File: src/rtl/ahb_apb_pkg.sv
// Shared types and AHB/APB encodings for the AHB-Lite to APB4 bridge.
package ahb_apb_pkg;

    typedef enum logic [2:0] {
        IDLE,
        WR_WAIT,
        SETUP,
        ACCESS,
        ERR1,
        ERR2
    } state_t;

    localparam logic [1:0] TRANS_IDLE   = 2'b00;
    localparam logic [1:0] TRANS_BUSY   = 2'b01;
    localparam logic [1:0] TRANS_NONSEQ = 2'b10;
    localparam logic [1:0] TRANS_SEQ    = 2'b11;

    localparam logic RESP_OKAY  = 1'b0;
    localparam logic RESP_ERROR = 1'b1;

    localparam logic [2:0] SIZE_BYTE = 3'b000;
    localparam logic [2:0] SIZE_HALF = 3'b001;
    localparam logic [2:0] SIZE_WORD = 3'b010;

endpackage

File: src/rtl/ahb_apb_strb_gen.sv
// APB write strobe generation from transfer size and low address bits.
module ahb_apb_strb_gen
    import ahb_apb_pkg::*;
(
    input  logic [2:0] size,
    input  logic [1:0] addr,
    input  logic       write,
    output logic [3:0] strb
);

    always_comb begin
        strb = 4'b0000;
        if (write) begin
            unique case (1'b1)
                (size == SIZE_BYTE): strb = 4'b0001 << addr;
                (size == SIZE_HALF): strb = addr[1] ? 4'b1100 : 4'b0011;
                default:             strb = 4'b1111;
            endcase
        end
    end

endmodule

File: src/rtl/ahb_to_apb_bridge.sv
// AHB-Lite slave to APB4 master bridge; one APB setup+access per AHB transfer.
module ahb_to_apb_bridge
    import ahb_apb_pkg::*;
#(
    parameter int ADDRWIDTH = 16
) (
    input  logic                 HCLK,
    input  logic                 HRESET,
    input  logic                 HSEL,
    input  logic [31:0]          HADDR,
    input  logic [1:0]           HTRANS,
    input  logic                 HWRITE,
    input  logic [2:0]           HSIZE,
    input  logic [3:0]           HPROT,
    input  logic [31:0]          HWDATA,
    input  logic                 HREADY,
    output logic                 HREADYOUT,
    output logic                 HRESP,
    output logic [31:0]          HRDATA,
    output logic                 PSEL,
    output logic                 PENABLE,
    output logic [ADDRWIDTH-1:0] PADDR,
    output logic                 PWRITE,
    output logic [31:0]          PWDATA,
    output logic [3:0]           PSTRB,
    output logic [2:0]           PPROT,
    input  logic [31:0]          PRDATA,
    input  logic                 PREADY,
    input  logic                 PSLVERR
);

    state_t      state;
    state_t      state_next;
    logic        accept;
    logic        can_accept;
    logic        take;
    logic [2:0]  size_q;
    logic [1:0]  lsb_q;
    logic [3:0]  strb;
    logic        unused_bits;

    assign accept     = HSEL & HTRANS[1] & HREADY;
    assign can_accept = (state == IDLE) || (state == ERR2);
    assign take       = accept & can_accept;

    assign unused_bits = ^{HADDR[31:ADDRWIDTH], HTRANS[0], HPROT[3:2]};

    ahb_apb_strb_gen u_strb (
        .size  (size_q),
        .addr  (lsb_q),
        .write (PWRITE),
        .strb  (strb)
    );

    always_ff @(posedge HCLK) begin
        if (HRESET) begin
            state <= IDLE;
        end else begin
            state <= state_next;
        end
    end

    always_comb begin
        state_next = state;
        HREADYOUT  = 1'b0;
        HRESP      = RESP_OKAY;
        PSEL       = 1'b0;
        PENABLE    = 1'b0;
        unique case (state)
            IDLE: begin
                HREADYOUT = 1'b1;
                if (accept) begin
                    state_next = HWRITE ? WR_WAIT : SETUP;
                end
            end
            WR_WAIT: begin
                state_next = SETUP;
            end
            SETUP: begin
                PSEL       = 1'b1;
                state_next = ACCESS;
            end
            ACCESS: begin
                PSEL    = 1'b1;
                PENABLE = 1'b1;
                if (PREADY) begin
                    state_next = PSLVERR ? ERR1 : IDLE;
                end
            end
            ERR1: begin
                HRESP      = RESP_ERROR;
                state_next = ERR2;
            end
            ERR2: begin
                HREADYOUT  = 1'b1;
                HRESP      = RESP_ERROR;
                state_next = IDLE;
                if (accept) begin
                    state_next = HWRITE ? WR_WAIT : SETUP;
                end
            end
            default: begin
                HREADYOUT  = 1'b1;
                state_next = IDLE;
            end
        endcase
    end

    // Address-phase attributes are latched on accept and held through ACCESS.
    always_ff @(posedge HCLK) begin
        if (HRESET) begin
            PADDR  <= '0;
            PWRITE <= 1'b0;
            PPROT  <= 3'b000;
            PWDATA <= 32'h0;
            PSTRB  <= 4'b0000;
            HRDATA <= 32'h0;
            size_q <= 3'b000;
            lsb_q  <= 2'b00;
        end else begin
            if (take) begin
                PADDR  <= {HADDR[ADDRWIDTH-1:2], 2'b00};
                PWRITE <= HWRITE;
                PPROT  <= {~HPROT[0], 1'b0, HPROT[1]};
                size_q <= HSIZE;
                lsb_q  <= HADDR[1:0];
                if (!HWRITE) begin
                    PSTRB <= 4'b0000;
                end
            end
            if (state == WR_WAIT) begin
                PWDATA <= HWDATA;
                PSTRB  <= strb;
            end
            if (state == ACCESS && PREADY && !PSLVERR && !PWRITE) begin
                HRDATA <= PRDATA;
            end
        end
    end

endmodule

File: config.mk
export PLATFORM = sky130hd
export DESIGN_NAME = ahb_to_apb_bridge
export DESIGN_NICKNAME = d
export VERILOG_FILES = /design/src/rtl/ahb_apb_pkg.sv /design/src/rtl/ahb_apb_strb_gen.sv /design/src/rtl/ahb_to_apb_bridge.sv
export SDC_FILE = /design/constraint.sdc
export NUM_CORES = 1
export LEC_CHECK = 0
export ABC_AREA = 1
export CORE_MARGIN = 2
export CORE_UTILIZATION = 30
export CTS_BUF_LIST = sky130_fd_sc_hd__clkbuf_4 sky130_fd_sc_hd__clkbuf_8
export CTS_CLUSTER_DIAMETER = 200
export DETAILED_ROUTE_END_ITERATION = 8
export GPL_TIMING_DRIVEN = 0
export PLACE_DENSITY = 0.74
export SKIP_LAST_GASP = 1
export SYNTH_ARGS = -nofsm -noshare
export SYNTH_HDL_FRONTEND = slang
export SYNTH_SLANG_ARGS = --single-unit
File: constraint.sdc
create_clock -name HCLK -period 1.6 [get_ports HCLK]
set_clock_uncertainty 0.15 [all_clocks]
set_input_delay 0.24 -clock HCLK [delete_from_list [all_inputs] [get_ports HCLK]]
set_output_delay 0.24 -clock HCLK [all_outputs]
set_load 0.005 [all_outputs]
==> summary.txt <==
=====================================================================================================
Xor-xnor portion of the synthesized cell area ..........................................           0%
Hold Fails Final Rpt ...................................................................            0
Headroom to the max-slew limit .........................................................        60.1%
Total routing usage reported by global routing .........................................        17.5%
Type of the worst min-delay path ....................................................... primary input to flip-flop
Maximum level of the CTS H-tree ........................................................            3
Sw Ratio ...............................................................................        26.2%
Prevailing post-synth register cell .................................................... sky130_fd_sc_hd__dfxtp_1
Longest Clk Path Bufs ..................................................................            2
Clock root buffer master ............................................................... sky130_fd_sc_hd__clkbuf_8
IR Drop Worst-Case VDD .................................................................       306 uV
Fraction of final layout cells with drive strength greater than 1 ......................        20.5%
Area taken by multi-input logic gates ..................................................     1470 um2
Flip-flop and latch count after synthesis ..............................................           93
Net count, final .......................................................................          781
Synth Area in Simple Gates .............................................................        18.7%
CP arrival .............................................................................      1.30 ns
Via count ..............................................................................         3793
Clk pwr share ..........................................................................        31.5%
Total clock buffers created by CTS .....................................................            9
Area taken by flip-flops and latches ...................................................     1920 um2
Critical path capture point ............................................................    HREADYOUT
Most instantiated cells after synthesis ................................................ sky130_fd_sc_hd__nand2_1, sky130_fd_sc_hd__dfxtp_1, sky130_fd_sc_hd__a21oi_1, sky130_fd_sc_hd__inv_1, sky130_fd_sc_hd__nand3_1
Antenna violations before repair .......................................................            0
Post-synthesis instance area ...........................................................     3620 um2
Clock transition time at the flip-flop clock pins of the worst setup and hold paths ....      0.09 ns
Number of antenna-violating nets in the routed design ..................................            0
Total power density per cell area ......................................................   741 nW/um2
Total Routed Length ....................................................................     12000 um
Vias in the first global route .........................................................         3726
Wire length per cell after detailed routing ............................................      14.6 um
Portion of total power attributed to sequential cells ..................................        53.4%
Global-route wire length before repair .................................................     18100 um
DRC ....................................................................................            0
Detailed placement HPWL ................................................................      8630 um
Share of the yosys chip area belonging to registers ....................................        51.4%
Post-route minimum period ..............................................................      1.69 ns
Synth cell types .......................................................................           26
Diodes inserted ........................................................................            0
Violations in the final reports ........................................................ negative setup slack
Share of the synthesized area in the top cell type .....................................        51.4%
Die width ..............................................................................       114 um
Multiplexer share of the synthesized area ..............................................           0%
CTS Hold Buffers Added .................................................................            0
Die Footprint ..........................................................................    13000 um2
Placement-stage cell area ..............................................................     5620 um2
CTS tree ...............................................................................         done
Share of flip-flops with an asynchronous set or reset after synthesis ..................           0%
Top Ports ..............................................................................          204
Top-count cell post-synth .............................................................. sky130_fd_sc_hd__nand2_1
Outcome ................................................................................ finished, violations left
Cell internal pwr ......................................................................      3.35 mW
Largest net degree at the start of global routing ......................................           17
CTS Sinks ..............................................................................           93
Critical path launch point .............................................................     state[0]
Place WS ...............................................................................    -0.305 ns
NetSw ..................................................................................      1.19 mW
Share of the clock period used by the worst path after layout ..........................         106%
Num rows ...............................................................................           40
Slew at the pin with the worst max-slew slack ..........................................     0.599 ns
Crit Reg-Reg Startpoint ................................................................     state[1]
Static leakage .........................................................................      2.91 nW
Synth-to-layout area growth ............................................................        69.1%
Synthesized-area fraction occupied by ao, oa, aoi and oai cells ........................        18.9%
Worst Path Class, Setup ................................................................ flip-flop to output port
Final core utilization .................................................................        51.4%
Total chip power .......................................................................      4.54 mW
Maximum achievable frequency ...........................................................    0.592 GHz
Crit start category ....................................................................    flip-flop
Endpoint kind of the worst setup timing path ...........................................  output port
Unrepaired setup endpoints after global routing ........................................          yes
Initial Utilization ....................................................................        30.4%
Post-synthesis share of cell area spent on full adders, half adders and majority gates .           0%
Core Area ..............................................................................    11900 um2
Length of the first detailed-routing pass in iterations ................................            4
Final setup violation count ............................................................            8
Final instance area ....................................................................     6130 um2
Cell taking the most area after synthesis .............................................. sky130_fd_sc_hd__dfxtp_1
Initial DRC Count ......................................................................          259
Critical-path maximum fanout ...........................................................            4
Number of enable flip-flop cells after synthesis .......................................            0
Reg2Reg Capture Point ..................................................................    PADDR[12]
Data required time of the worst path ...................................................      1.21 ns
Number of max-slew violations in the final report ......................................            0
Port Buf Inserts .......................................................................          180
Syn Area/Cell ..........................................................................     8.00 um2
Congestion Overflow GR .................................................................            0
Flop-to-flop setup slack ...............................................................     -0.01 ns
Final setup margin .....................................................................   -0.0903 ns
Fill cell total of the finished layout .................................................         1128
RePlAce Congestion .....................................................................        0.895
Cell types occupying the most area after synthesis ..................................... sky130_fd_sc_hd__dfxtp_1, sky130_fd_sc_hd__a21oi_1, sky130_fd_sc_hd__nand2_1
Die span in y ..........................................................................       114 um
Worst R2R Path Depth ...................................................................            8
Avg Vias per Cell ......................................................................         4.62
Synth Instances ........................................................................          453
Number of max-cap violations ...........................................................            0
Combinational share of power ...........................................................        15.1%
Synth warnings .........................................................................            0
Hold Path Stages .......................................................................            3
Largest family of logic cells by synthesized area ...................................... compound AO/OA/AOI/OAI gates
Clock network latency to the later pin of the worst-skew pair ..........................      0.35 ns
=====================================================================================================
-- metal layers --
layer	wire length, um	GRT usage, %	vias to the layer above
met4	263	8.21	0
met2	6100	29.8	111
li1	-	-	1894
met3	695	3.83	20
met5	0	0	-
met1	4910	21.0	1768
-- power groups by stage --
stage	combinational (mW)	sequential [mW]	clock [mW]
after CTS	0.641	2.43	1.49
after global routing	0.749	2.43	1.61
after floorplan	0.231	2.48	0
final	0.687	2.43	1.43
after global placement	0.646	2.48	0
after detailed placement	0.659	2.48	0
-- cell usage in the layout, fill, tap and decap left out, types with 8 or more instances in the layout --
cell	n
sky130_fd_sc_hd__clkbuf_8	10
sky130_fd_sc_hd__clkdlybuf4s50_1	91
sky130_fd_sc_hd__dlymetal6s2s_1	19
sky130_fd_sc_hd__dfxtp_2	37
sky130_fd_sc_hd__nand2_1	94
sky130_fd_sc_hd__a21oi_1	79
sky130_fd_sc_hd__inv_1	43
sky130_fd_sc_hd__buf_4	24
sky130_fd_sc_hd__dlygate4sd2_1	66
sky130_fd_sc_hd__o21ai_0	34
sky130_fd_sc_hd__clkbuf_1	8
sky130_fd_sc_hd__a21oi_2	11
sky130_fd_sc_hd__buf_6	13
sky130_fd_sc_hd__nand3_1	36
sky130_fd_sc_hd__dfxtp_1	52
-- registers in the layout, summed over array words and instances, names as in the netlist --
| name | flops |
|---|---|
| size_q | 3 |
| PADDR | 14 |
| PSTRB | 4 |
| PWRITE | 1 |
| state | 3 |
| lsb_q | 2 |
| HRDATA | 32 |
| PPROT | 2 |
| PWDATA | 32 |
-- worst min-delay path by stage --
stage                          start         end  slack, ns
final                       HSIZE[1]   size_q[1]       0.28
after global routing       HADDR[12]   PADDR[12]       0.27
after CTS                  HADDR[11]   PADDR[11]       0.26
after detailed placement  PWDATA[26]  PWDATA[26]       0.29
after global placement    PWDATA[22]  PWDATA[22]       0.28
after floorplan             HPROT[0]    PPROT[2]       0.17
-- final cells by class --
type | count | area share [%]
clock inverters | 7 | 0.817
multi-input cells | 284 | 24.0
flip-flops and latches | 93 | 31.4
well taps | 147 | 3.00
repair buffers | 203 | 32.0
clock buffers | 9 | 2.02
inverters | 45 | 2.80
plain buffers | 33 | 4.00
-- logic make-up after synthesis --
kind of cell	Yosys count
AO/OA/AOI/OAI	131
buffers and inverters	78
flip-flops	93
other	1
AND/OR/NAND/NOR	150
-- timing repair --
item / in CTS / in global routing
gates cloned: 0 / 2
endpoints found under the setup margin: 88 / 71
gates resized for setup: 129 / 53
pin swaps: 3 / 8
setup buffers: 11 / 11
endpoints found under the hold margin: 0 / 0
-- metrics by stage --
| stage | instances | TNS [ns] | hold WS (ns) |
|---|---|---|---|
| global placement | 782 | -10.94 | 0.283 |
| detailed placement | 782 | -14.39 | 0.289 |
| CTS | 809 | -0.214 | 0.256 |
| floorplan | 455 | 0 | 0.169 |
| finish | 821 | -0.180 | 0.282 |
| global route | 821 | -2.73 | 0.267 |
-- critical path: stages, from the launching register on --
cell and delay (ns):
sky130_fd_sc_hd__dfxtp_4 0.38, sky130_fd_sc_hd__nor2_4 0.15, sky130_fd_sc_hd__nand2_4 0.06, sky130_fd_sc_hd__o21a_1 0.12, sky130_fd_sc_hd__o21a_1 0.11, sky130_fd_sc_hd__buf_2 0.12
No activity file was read; power rests on OpenSTA's default activity.
